### src/rtl/servo_pwm_pkg.sv
// Shared constants, FSM state type and width clamp for servo_pwm_ctrl.
// Imported by servo_pwm_tick and servo_pwm_ctrl.
package servo_pwm_pkg;

  localparam int DEF_W            = 16;
  localparam int DEF_TICK_DIV     = 100;
  localparam int DEF_FRAME_US     = 20000;
  localparam int DEF_MIN_US       = 1000;
  localparam int DEF_MAX_US       = 2000;
  localparam int DEF_CENTER_US    = 1500;
  localparam int DEF_RAMP_STEP_US = 10;

  typedef enum logic {
    OFF,
    RUN
  } state_t;

  function automatic int unsigned clamp_us(
    input int unsigned v,
    input int unsigned lo,
    input int unsigned hi
  );
    int unsigned r;
    r = v;
    if (v < lo) r = lo;
    if (v > hi) r = hi;
    return r;
  endfunction

endpackage

### src/rtl/servo_pwm_tick.sv
// Microsecond prescaler and frame counter for the servo scheduler.
// Ports: clk, rst (sync, active-high), run (0 holds both counters at 0),
// tick (last clk of each us), fcnt (us within frame), frame_end (last clk of frame).
module servo_pwm_tick
  import servo_pwm_pkg::*;
#(
  parameter int W        = DEF_W,
  parameter int TICK_DIV = DEF_TICK_DIV,
  parameter int FRAME_US = DEF_FRAME_US
) (
  input  logic         clk,
  input  logic         rst,
  input  logic         run,
  output logic         tick,
  output logic [W-1:0] fcnt,
  output logic         frame_end
);

  localparam int PW = (TICK_DIV > 1) ? $clog2(TICK_DIV) : 1;

  logic [PW-1:0] pre;

  assign tick      = run && (pre == PW'(TICK_DIV - 1));
  assign frame_end = tick && (fcnt == W'(FRAME_US - 1));

  always_ff @(posedge clk) begin
    if (rst || !run) begin
      pre  <= '0;
      fcnt <= '0;
    end else begin
      if (tick) pre <= '0;
      else      pre <= pre + 1'b1;
      if (tick) begin
        if (frame_end) fcnt <= '0;
        else           fcnt <= fcnt + 1'b1;
      end
    end
  end

endmodule

### src/rtl/servo_pwm_ctrl.sv
// Single-channel servo pulse scheduler driving a 3-state pin buffer.
// Ports: clk, rst (sync, active-high), enable, cmd_valid/cmd_ready/cmd_width_us
// (width command handshake), cmd_clamped (out-of-range pulse), active_width_us,
// frame_start, pwm_out (pin data), pwm_t (pin 3-state, 1 = high-Z).
// Optional macro SERVO_PWM_RAMP_EN: slew toward a persistent target per frame.
module servo_pwm_ctrl
  import servo_pwm_pkg::*;
#(
  parameter int W         = DEF_W,
  parameter int TICK_DIV  = DEF_TICK_DIV,
  parameter int FRAME_US  = DEF_FRAME_US,
  parameter int MIN_US    = DEF_MIN_US,
  parameter int MAX_US    = DEF_MAX_US,
  parameter int CENTER_US = DEF_CENTER_US
`ifdef SERVO_PWM_RAMP_EN
  , parameter int RAMP_STEP_US = DEF_RAMP_STEP_US
`endif
) (
  input  logic         clk,
  input  logic         rst,
  input  logic         enable,
  input  logic         cmd_valid,
  output logic         cmd_ready,
  input  logic [W-1:0] cmd_width_us,
  output logic         cmd_clamped,
  output logic [W-1:0] active_width_us,
  output logic         frame_start,
  output logic         pwm_out,
  output logic         pwm_t
);

  state_t state, state_n;

  logic         tick;
  logic         frame_end;
  logic [W-1:0] fcnt;
  logic [W-1:0] fcnt_n;

  logic         start;
  logic         bound;
  logic         xfer;
  logic         oor;
  int unsigned  clamp_res;
  logic [W-1:0] width_c;
  logic [W-1:0] active_n;

  logic pwm_n;
  logic pwm_t_n;
  logic fs_n;
  logic clamped_n;

  servo_pwm_tick #(
    .W        (W),
    .TICK_DIV (TICK_DIV),
    .FRAME_US (FRAME_US)
  ) u_tick (
    .clk       (clk),
    .rst       (rst),
    .run       (state == RUN),
    .tick      (tick),
    .fcnt      (fcnt),
    .frame_end (frame_end)
  );

  assign clamp_res = clamp_us(32'(cmd_width_us), MIN_US, MAX_US);
  assign width_c   = W'(clamp_res);
  assign oor       = (clamp_res != 32'(cmd_width_us));
  assign xfer      = cmd_valid && cmd_ready;

  // start: a new frame begins on this edge.
  // bound: a width update point (start from OFF, or any frame end).
  always_comb begin
    state_n = state;
    start   = 1'b0;
    bound   = 1'b0;
    unique case (state)
      OFF: begin
        bound = enable;
        if (enable) begin
          state_n = RUN;
          start   = 1'b1;
        end
      end
      RUN: begin
        bound = frame_end;
        if (frame_end) begin
          start = enable;
          if (!enable) state_n = OFF;
        end
      end
    endcase
  end

`ifndef SERVO_PWM_RAMP_EN

  logic         pend_full, pend_full_n;
  logic [W-1:0] pend_val, pend_val_n;

  assign cmd_ready = !pend_full;

  // Load and transfer are exclusive: a transfer needs an empty slot,
  // a load needs a full one, so a boundary transfer waits one frame.
  always_comb begin
    pend_full_n = pend_full;
    pend_val_n  = pend_val;
    active_n    = active_width_us;
    if (bound && pend_full) begin
      active_n    = pend_val;
      pend_full_n = 1'b0;
    end
    if (xfer) begin
      pend_full_n = 1'b1;
      pend_val_n  = width_c;
    end
  end

  always_ff @(posedge clk) begin
    if (rst) begin
      pend_full <= 1'b0;
      pend_val  <= W'(CENTER_US);
    end else begin
      pend_full <= pend_full_n;
      pend_val  <= pend_val_n;
    end
  end

`else

  logic [W-1:0] tgt, tgt_n;
  logic [W-1:0] diff;
  logic [W-1:0] step;

  assign cmd_ready = 1'b1;

  always_comb begin
    tgt_n = xfer ? width_c : tgt;
    if (tgt > active_width_us) diff = tgt - active_width_us;
    else                       diff = active_width_us - tgt;
    if (diff > W'(RAMP_STEP_US)) step = W'(RAMP_STEP_US);
    else                         step = diff;
    active_n = active_width_us;
    if (bound) begin
      if (tgt > active_width_us) active_n = active_width_us + step;
      else                       active_n = active_width_us - step;
    end
  end

  always_ff @(posedge clk) begin
    if (rst) tgt <= W'(CENTER_US);
    else     tgt <= tgt_n;
  end

`endif

  // pwm_out is registered against the count the counter moves to on
  // this edge, so the high time is exactly active*TICK_DIV clocks.
  always_comb begin
    fcnt_n = fcnt;
    if (start)     fcnt_n = '0;
    else if (tick) fcnt_n = fcnt + 1'b1;
    pwm_n     = (state_n == RUN) && (fcnt_n < active_n);
    pwm_t_n   = (state_n != RUN);
    fs_n      = start;
    clamped_n = xfer && oor;
  end

  always_ff @(posedge clk) begin
    if (rst) begin
      state           <= OFF;
      pwm_out         <= 1'b0;
      pwm_t           <= 1'b1;
      frame_start     <= 1'b0;
      cmd_clamped     <= 1'b0;
      active_width_us <= W'(CENTER_US);
    end else begin
      state           <= state_n;
      pwm_out         <= pwm_n;
      pwm_t           <= pwm_t_n;
      frame_start     <= fs_n;
      cmd_clamped     <= clamped_n;
      active_width_us <= active_n;
    end
  end

endmodule

### config.mk
export PLATFORM = sky130hd
export DESIGN_NAME = servo_pwm_ctrl
export DESIGN_NICKNAME = d
export VERILOG_FILES = /design/src/rtl/servo_pwm_pkg.sv /design/src/rtl/servo_pwm_tick.sv /design/src/rtl/servo_pwm_ctrl.sv
export SDC_FILE = /design/constraint.sdc
export NUM_CORES = 1
export LEC_CHECK = 0
export ABC_AREA = 1
export CAP_MARGIN = 20
export CORE_AREA = 4 4 81 83
export DETAILED_ROUTE_END_ITERATION = 12
export DIE_AREA = 0 0 85 87
export PLACE_DENSITY = 0.73
export SYNTH_ARGS = -nofsm -noshare
export SYNTH_HDL_FRONTEND = slang
export SYNTH_SLANG_ARGS = --single-unit
### constraint.sdc
create_clock -name clk -period 5.8 [get_ports clk]
set_input_delay 1.16 -clock clk [delete_from_list [all_inputs] [get_ports clk]]
set_output_delay 1.16 -clock clk [all_outputs]
set_load 0.03 [all_outputs]
## Word level (Yosys, flattened, before mapping)

Cells that the tools add are included.
W data, S select, Z words.

- Register bits: 61
- Output and inout port bits: 21
- Word-level logic and storage cells: 45

- Magnitude comparators: 3
- Multiplexer cells: 14
- Bitwise gates (word level): 2
- Equal/unequal tests: 3
- Reductions and logical operators: 11
- Add/sub/neg operators: 2

Operators with widths:

| cell | number |
|---|---|
| $mux W16 | 6 |
| $ne A32 B16 Y1 | 1 |
| $add A16 B1 Y16 const B | 1 |
| $eq A16 B15 Y1 const B | 1 |
| $gt A16 B11 Y1 const B | 1 |
| $lt A16 B10 Y1 const B | 1 |
| $lt A16 B16 Y1 | 1 |
| $add A7 B1 Y7 const B | 1 |
| $eq A7 B7 Y1 const B | 1 |
| $logic_and A1 B1 Y1 | 6 |
| $pmux W1 S2 | 3 |
| $mux W1 | 5 |
| $logic_not A1 Y1 | 2 |
| $not A1 Y1 | 2 |
| $reduce_bool A2 Y1 | 1 |
| $reduce_or A2 Y1 | 1 |
| $logic_or A1 B1 Y1 | 1 |

## Longest topological paths before layout

- Word-level depth: 8
- Mapped depth: 19

## Modules after synthesis

From an unflattened synthesis, not the netlist that was laid out.

- Cell total of the unflattened synthesis: 486
- Area, all modules: 3494.6 um2

Modules (own cells, without submodules):

| module | instances | area each (um2) | cells each | seq. area each (um2) |
|---|---|---|---|---|
| servo_pwm_ctrl | 1 | 2134.5 | 293 | 760.7 |
| servo_pwm_tick | 1 | 1360.1 | 193 | 460.4 |

## Worst setup path before layout

No wires, ideal clock.

- Kind: input-to-reg
- Start point: input port enable
- End point: register pwm_out
- Setup slack: 3025 ps
- Required time: 5730 ps
- Arrival: 2705 ps
- Stages on the path: 11
- Cells stage by stage: nor2_1 nor2_1 nand2_1 buf_2 mux2i_1 ha_1 a21oi_1 nor2_1 a211oi_1 o2111ai_1 a21oi_1

- Word-level cells in the longest chain between the ends: 5
- Elaborated cells on any way between the ends: 11

RTL lines:

| item | RTL line | text |
|---|---|---|
| from (decl) | servo_pwm_ctrl.sv:21 | `input logic enable,` |
| $mux W1, or another cell as far along | servo_pwm_ctrl.sv:86 | `if (frame_end) begin` |
| $pmux W1 S2 or $logic_and A1 B1 Y1 (tied branches) | servo_pwm_ctrl.sv:76, servo_pwm_ctrl.sv:107 |  |
| $mux W16 (on tied branches) | servo_pwm_ctrl.sv:159, servo_pwm_ctrl.sv:107 |  |
| $lt A16 B16 Y1 | servo_pwm_ctrl.sv:161 | `pwm_n = (state_n == RUN) && (fcnt_n < active_n);` |
| $logic_and A1 B1 Y1 * | servo_pwm_ctrl.sv:161 |  |
| to (signal assigned) | servo_pwm_ctrl.sv:177 | `pwm_out <= pwm_n;` |
| to (decl) | servo_pwm_ctrl.sv:28 | `output logic pwm_out,` |

Every way passes the cells marked *; elsewhere a longest branch is shown, timed or not.
A chain may end at the register's enable or synchronous reset.

## Worst setup path after layout

Ends and elaborated chain as after synthesis.

==> impl_metrics.prom <==
# TYPE chip_impl_metric gauge
chip_impl_metric{name="worst-r2r-cell-count",unit=""} 15
chip_impl_metric{name="timing.max_slew.rel_slack",unit="%"} 39.0
chip_impl_metric{name="ys_warn_count",unit=""} 0
chip_impl_metric{name="final.hold.worst_slack",unit="ns"} 0.467
chip_impl_metric{name="finalCoreUtilization",unit="%"} 61.3
chip_impl_info{name="reg2reg_from",value="u_tick.pre[0]$_SDFF_PP0_"} 1
chip_impl_metric{name="final_antenna_net_count",unit=""} 0
chip_impl_metric{name="xor_xnor_fraction_of_synth_area",unit="%"} 4.93
chip_impl_metric{name="synth.mux.area_fraction",unit="%"} 3.52
chip_impl_info{name="yosys_most_used_dff",value="sky130_fd_sc_hd__dfxtp_1"} 1
chip_impl_info{name="worst_path_max_delay_cell",value="sky130_fd_sc_hd__clkdlybuf4s50_1"} 1
chip_impl_metric{name="post_route_cells_drive_above_1_share",unit="%"} 7.23
chip_impl_metric{name="peakVddDrop",unit="V"} 0.000202
chip_impl_metric{name="synth_seq_area_share",unit="%"} 42.9
chip_impl_metric{name="clkTransAtPathRegs",unit="ns"} 0.08
chip_impl_metric{name="drt-total-wl",unit="um"} 6380
chip_impl_metric{name="finalSetupViolations",unit=""} 0
chip_impl_metric{name="crit_buf_inv",unit=""} 2
chip_impl_metric{name="portBuffers",unit=""} 40
chip_impl_metric{name="timing.critical_path.required",unit="ns"} 6.08
chip_impl_metric{name="syn_area_cell",unit="um^2"} 7.80
chip_impl_metric{name="largest_net_degree_at_the_start_of_global_routing",unit=""} 24
chip_impl_info{name="startpoint_type",value="input port"} 1
chip_impl_metric{name="vias_cell",unit=""} 4.97
chip_impl_metric{name="fp.coreArea",unit="um^2"} 5850
chip_impl_info{name="min_to",value="pend_val[14]$_SDFFE_PP0P_"} 1
chip_impl_metric{name="cts_num_sinks",unit=""} 61
chip_impl_metric{name="timing.clock.skew",unit="ns"} 0.0102
chip_impl_info{name="area_contributors_post_synth",value="sky130_fd_sc_hd__dfxtp_1 (43%), sky130_fd_sc_hd__nand2_1 (9.5%), sky130_fd_sc_hd__nor2_1 (8.4%), sky130_fd_sc_hd__ha_1 (7.5%), sky130_fd_sc_hd__inv_1 (5.3%)"} 1
chip_impl_metric{name="drt-wirelength-per-cell",unit="um"} 13.0
chip_impl_info{name="synthMostInstantiatedCell",value="sky130_fd_sc_hd__nand2_1"} 1
chip_impl_metric{name="worstPathArrival",unit="ns"} 3.73
chip_impl_metric{name="rrSetupSlack",unit="ns"} 2.72
chip_impl_info{name="yosysTopAreaCell",value="sky130_fd_sc_hd__dfxtp_1"} 1
chip_impl_metric{name="area_growth",unit="%"} 26.1
chip_impl_metric{name="power.static_leakage",unit="nW"} 1.56
chip_impl_metric{name="insertedDiodeCount",unit=""} 0
chip_impl_metric{name="ctsLongestPathBuffers",unit=""} 2
chip_impl_metric{name="post_cts_resized",unit=""} 0
chip_impl_metric{name="synth_compound_area_share",unit="%"} 8.27
chip_impl_metric{name="hold_violations",unit=""} 0
chip_impl_metric{name="grt_antenna_before_repair",unit=""} 0
chip_impl_metric{name="drt_first_iter_violations",unit=""} 103
chip_impl_info{name="root_buffer",value="sky130_fd_sc_hd__clkbuf_8"} 1
chip_impl_metric{name="maxCapViolCount",unit=""} 0
chip_impl_metric{name="worst_hold_path_cell_count",unit=""} 2
chip_impl_metric{name="worstMarginPinSlew",unit="ns"} 0.911
chip_impl_metric{name="design.die.area",unit="um^2"} 7400
chip_impl_metric{name="power_per_unit_of_standard_cell_area",unit="nW/um^2"} 291
chip_impl_metric{name="max_freq",unit="MHz"} 291
chip_impl_info{name="cp_cell_sequence",value="clkdlybuf4s50_1 -> nor2_1 -> nor2_1 -> nand2_1 -> inv_1 -> o21ai_0 -> ha_1 -> a21o_1 -> a31oi_1 -> o2111ai_1 -> a21oi_1"} 1
chip_impl_metric{name="synth.cell_area",unit="um^2"} 2850
chip_impl_info{name="crit_path_end_kind",value="register"} 1
chip_impl_metric{name="post-dp-hpwl",unit="um"} 4740
chip_impl_metric{name="ctsHtreeMaxLevel",unit=""} 3
chip_impl_metric{name="ys_seq_elements",unit=""} 61
chip_impl_metric{name="synth_cells",unit=""} 365
chip_impl_metric{name="mappedNetlistNets",unit=""} 402
chip_impl_metric{name="pre_cts_slack",unit="ns"} 2.04
chip_impl_metric{name="dr.pass1.iters",unit=""} 4
chip_impl_metric{name="async_flop_share",unit="%"} 0
chip_impl_info{name="timing.hold.worst.class",value="reg2reg"} 1
chip_impl_metric{name="post_synth_fa_ha_maj_area_fraction",unit="%"} 7.48
chip_impl_metric{name="post-route-min-period",unit="ns"} 3.44
chip_impl_info{name="status",value="finished, final reports clean"} 1
chip_impl_info{name="cpLargestDelayFamily",value="compound AO/OA/AOI/OAI gates"} 1
chip_impl_info{name="grt_setup_unrepaired",value="false"} 1
chip_impl_info{name="critical_path.reg2reg.endpoint",value="pwm_out$_SDFF_PP0_"} 1
chip_impl_metric{name="post_cts_buffers",unit=""} 0
chip_impl_metric{name="tritoncts.num_buffers",unit=""} 9
chip_impl_metric{name="slew_viol_final",unit=""} 0
chip_impl_metric{name="starting_utilization_of_the_core_area",unit="%"} 48.6
chip_impl_metric{name="gp_congestion",unit=""} 0.848
chip_impl_info{name="critical-path-top-cell-by-count",value="sky130_fd_sc_hd__nor2_1"} 1
chip_impl_metric{name="dieWidth",unit="um"} 85
chip_impl_metric{name="grt_residual_overflow",unit=""} 0
chip_impl_metric{name="post_synth_edffs",unit=""} 0
chip_impl_info{name="hp-start",value="pend_val[14]$_SDFFE_PP0P_"} 1
chip_impl_info{name="cts_tree",value="yes"} 1
chip_impl_info{name="synth.top_cells.by_count",value="sky130_fd_sc_hd__nand2_1 (72), sky130_fd_sc_hd__nor2_1 (64), sky130_fd_sc_hd__dfxtp_1 (61)"} 1
chip_impl_metric{name="final_cycle_utilization_of_the_critical_path",unit="%"} 59.3
chip_impl_metric{name="worst_path_largest_cell_delay",unit="ns"} 0.47
chip_impl_metric{name="finalNetCount",unit=""} 447
chip_impl_metric{name="clk-insertion-delay-late",unit="ns"} 0.34
chip_impl_metric{name="row_count",unit=""} 28
chip_impl_metric{name="synth.lib_cells_used.distinct",unit=""} 35
chip_impl_info{name="synth_top_family_by_area",value="simple AND/OR/NAND/NOR gates"} 1
chip_impl_metric{name="post_cts_hold_buffer_count",unit=""} 0
chip_impl_metric{name="synth_top_area_share",unit="%"} 42.9
chip_impl_metric{name="gr-usage-all-layers",unit="%"} 18.3
chip_impl_metric{name="filler_cell_count",unit=""} 512
chip_impl_metric{name="floorplan.io_pins",unit=""} 41
chip_impl_metric{name="die_height",unit="um"} 87
chip_impl_metric{name="drt_drc_violations_left",unit=""} 0
chip_impl_metric{name="layout_setup_ws",unit="ns"} 2.36
chip_impl_metric{name="vias",unit=""} 2434
chip_impl_metric{name="timing.setup.tns",unit="ns"} 0
chip_impl_info{name="classification_of_the_worst_setup_path",value="in2reg"} 1
chip_impl_metric{name="grt_pass1_vias",unit=""} 2404
chip_impl_metric{name="first_pass_grt_wire_length",unit="um"} 10600
chip_impl_metric{name="critical_path_peak_fanout",unit=""} 12
chip_impl_metric{name="synth_simple_gate_area_share",unit="%"} 26.0
-- report_power, final --
part | switching, W | total (W) | internal, W | leakage (nW)
combinational | 0.0000550 | 0.0000928 | 0.0000379 | 0.932
sequential | 0.00000659 | 0.000437 | 0.000430 | 0.496
clock | 0.000182 | 0.000514 | 0.000332 | 0.134
-- how the worst max path moves through the flow --
stage	start	endpoint	slack (ns)	cells after the start
floorplan	enable	pwm_out$_SDFF_PP0_	3.03	11
detailed placement	enable	pwm_out$_SDFF_PP0_	2.04	11
global placement	enable	pwm_out$_SDFF_PP0_	2.10	12
global route	enable	pwm_out$_SDFF_PP0_	2.09	12
CTS	enable	pwm_out$_SDFF_PP0_	2.37	11
finish	enable	pwm_out$_SDFF_PP0_	2.36	11
-- layout by cell type (no fill, tap or decap), types with 2 or more instances in the layout --
| cell type | Yosys | layout |
|---|---|---|
| sky130_fd_sc_hd__o211ai_1 | 4 | 4 |
| sky130_fd_sc_hd__a21oi_1 | 14 | 14 |
| sky130_fd_sc_hd__o21bai_1 | 2 | 2 |
| sky130_fd_sc_hd__clkdlybuf4s50_1 | 0 | 40 |
| sky130_fd_sc_hd__dfxtp_1 | 61 | 61 |
| sky130_fd_sc_hd__mux2i_1 | 10 | 10 |
| sky130_fd_sc_hd__nand4_1 | 3 | 3 |
| sky130_fd_sc_hd__nor2_1 | 64 | 64 |
| sky130_fd_sc_hd__ha_1 | 17 | 17 |
| sky130_fd_sc_hd__o21ai_0 | 8 | 8 |
| sky130_fd_sc_hd__inv_2 | 3 | 3 |
| sky130_fd_sc_hd__inv_1 | 40 | 40 |
| sky130_fd_sc_hd__xnor2_1 | 4 | 4 |
| sky130_fd_sc_hd__or2_2 | 2 | 2 |
| sky130_fd_sc_hd__clkinv_4 | 0 | 2 |
| sky130_fd_sc_hd__a211oi_1 | 3 | 3 |
| sky130_fd_sc_hd__nand2_1 | 72 | 72 |
| sky130_fd_sc_hd__xor2_1 | 12 | 12 |
| sky130_fd_sc_hd__o22ai_1 | 3 | 3 |
| sky130_fd_sc_hd__nand3_1 | 10 | 10 |
| sky130_fd_sc_hd__nor3_1 | 10 | 10 |
| sky130_fd_sc_hd__clkbuf_8 | 0 | 9 |
| sky130_fd_sc_hd__nor2_4 | 3 | 3 |
| sky130_fd_sc_hd__bufinv_16 | 0 | 4 |
-- worst reg2reg max path, stage by stage (launching register included) --
cell and delay [ns]:
sky130_fd_sc_hd__dfxtp_1 0.37, sky130_fd_sc_hd__ha_1 0.23, sky130_fd_sc_hd__nand2_1 0.08, sky130_fd_sc_hd__inv_1 0.06, sky130_fd_sc_hd__nand2_1 0.08, sky130_fd_sc_hd__nor2_4 0.17
sky130_fd_sc_hd__nand3_1 0.12, sky130_fd_sc_hd__nand2_2 0.10, sky130_fd_sc_hd__nand2_1 0.36, sky130_fd_sc_hd__inv_1 0.37, sky130_fd_sc_hd__o21ai_0 0.17, sky130_fd_sc_hd__ha_1 0.34
sky130_fd_sc_hd__a21o_1 0.17, sky130_fd_sc_hd__a31oi_1 0.16, sky130_fd_sc_hd__o2111ai_1 0.13, sky130_fd_sc_hd__a21oi_1 0.12
-- sequential cells by signal (all words and copies together), names as in the netlist, 7 cells and up --
signal           cells
active_width_us     16
pend_val            16
u_tick.fcnt         16
u_tick.pre           7
-- logic make-up after synthesis --
group | after synthesis
adder cells (fa/ha/maj) | 17
AO/OA/AOI/OAI | 39
XOR/XNOR | 16
AND/OR/NAND/NOR | 171
buffers and inverters | 51
multiplexers | 10
flip-flops | 61
-- final cells by class --
cell class / count / area, um^2 / share of cell area (%)
Multi-Input combinational cell: 253 / 1430 / 39.8
Timing Repair Buffer: 41 / 408 / 11.4
Clock buffer: 9 / 124 / 3.45
Tap cell: 75 / 93.8 / 2.62
Inverter: 44 / 165 / 4.60
Clock inverter: 7 / 146 / 4.08
Sequential cell: 61 / 1220 / 34.0
-- layer usage --
metal	vias up	GRT usage, %	wire length, um
li1	1272	-	-
met1	1113	22.2	3010
met2	36	31.5	3080
met3	13	3.50	174
met4	0	8.06	114
met5	-	0	0
-- metrics by stage --
step,cell area [um^2],total power [W],cells
after floorplan,2850,0.000500,365
after global placement,3320,0.000537,474
after detailed placement,3320,0.000539,474
after CTS,3590,0.00105,490
after global routing,3590,0.00107,490
final,3590,0.00104,490
No activity file was read; power rests on OpenSTA's default activity.
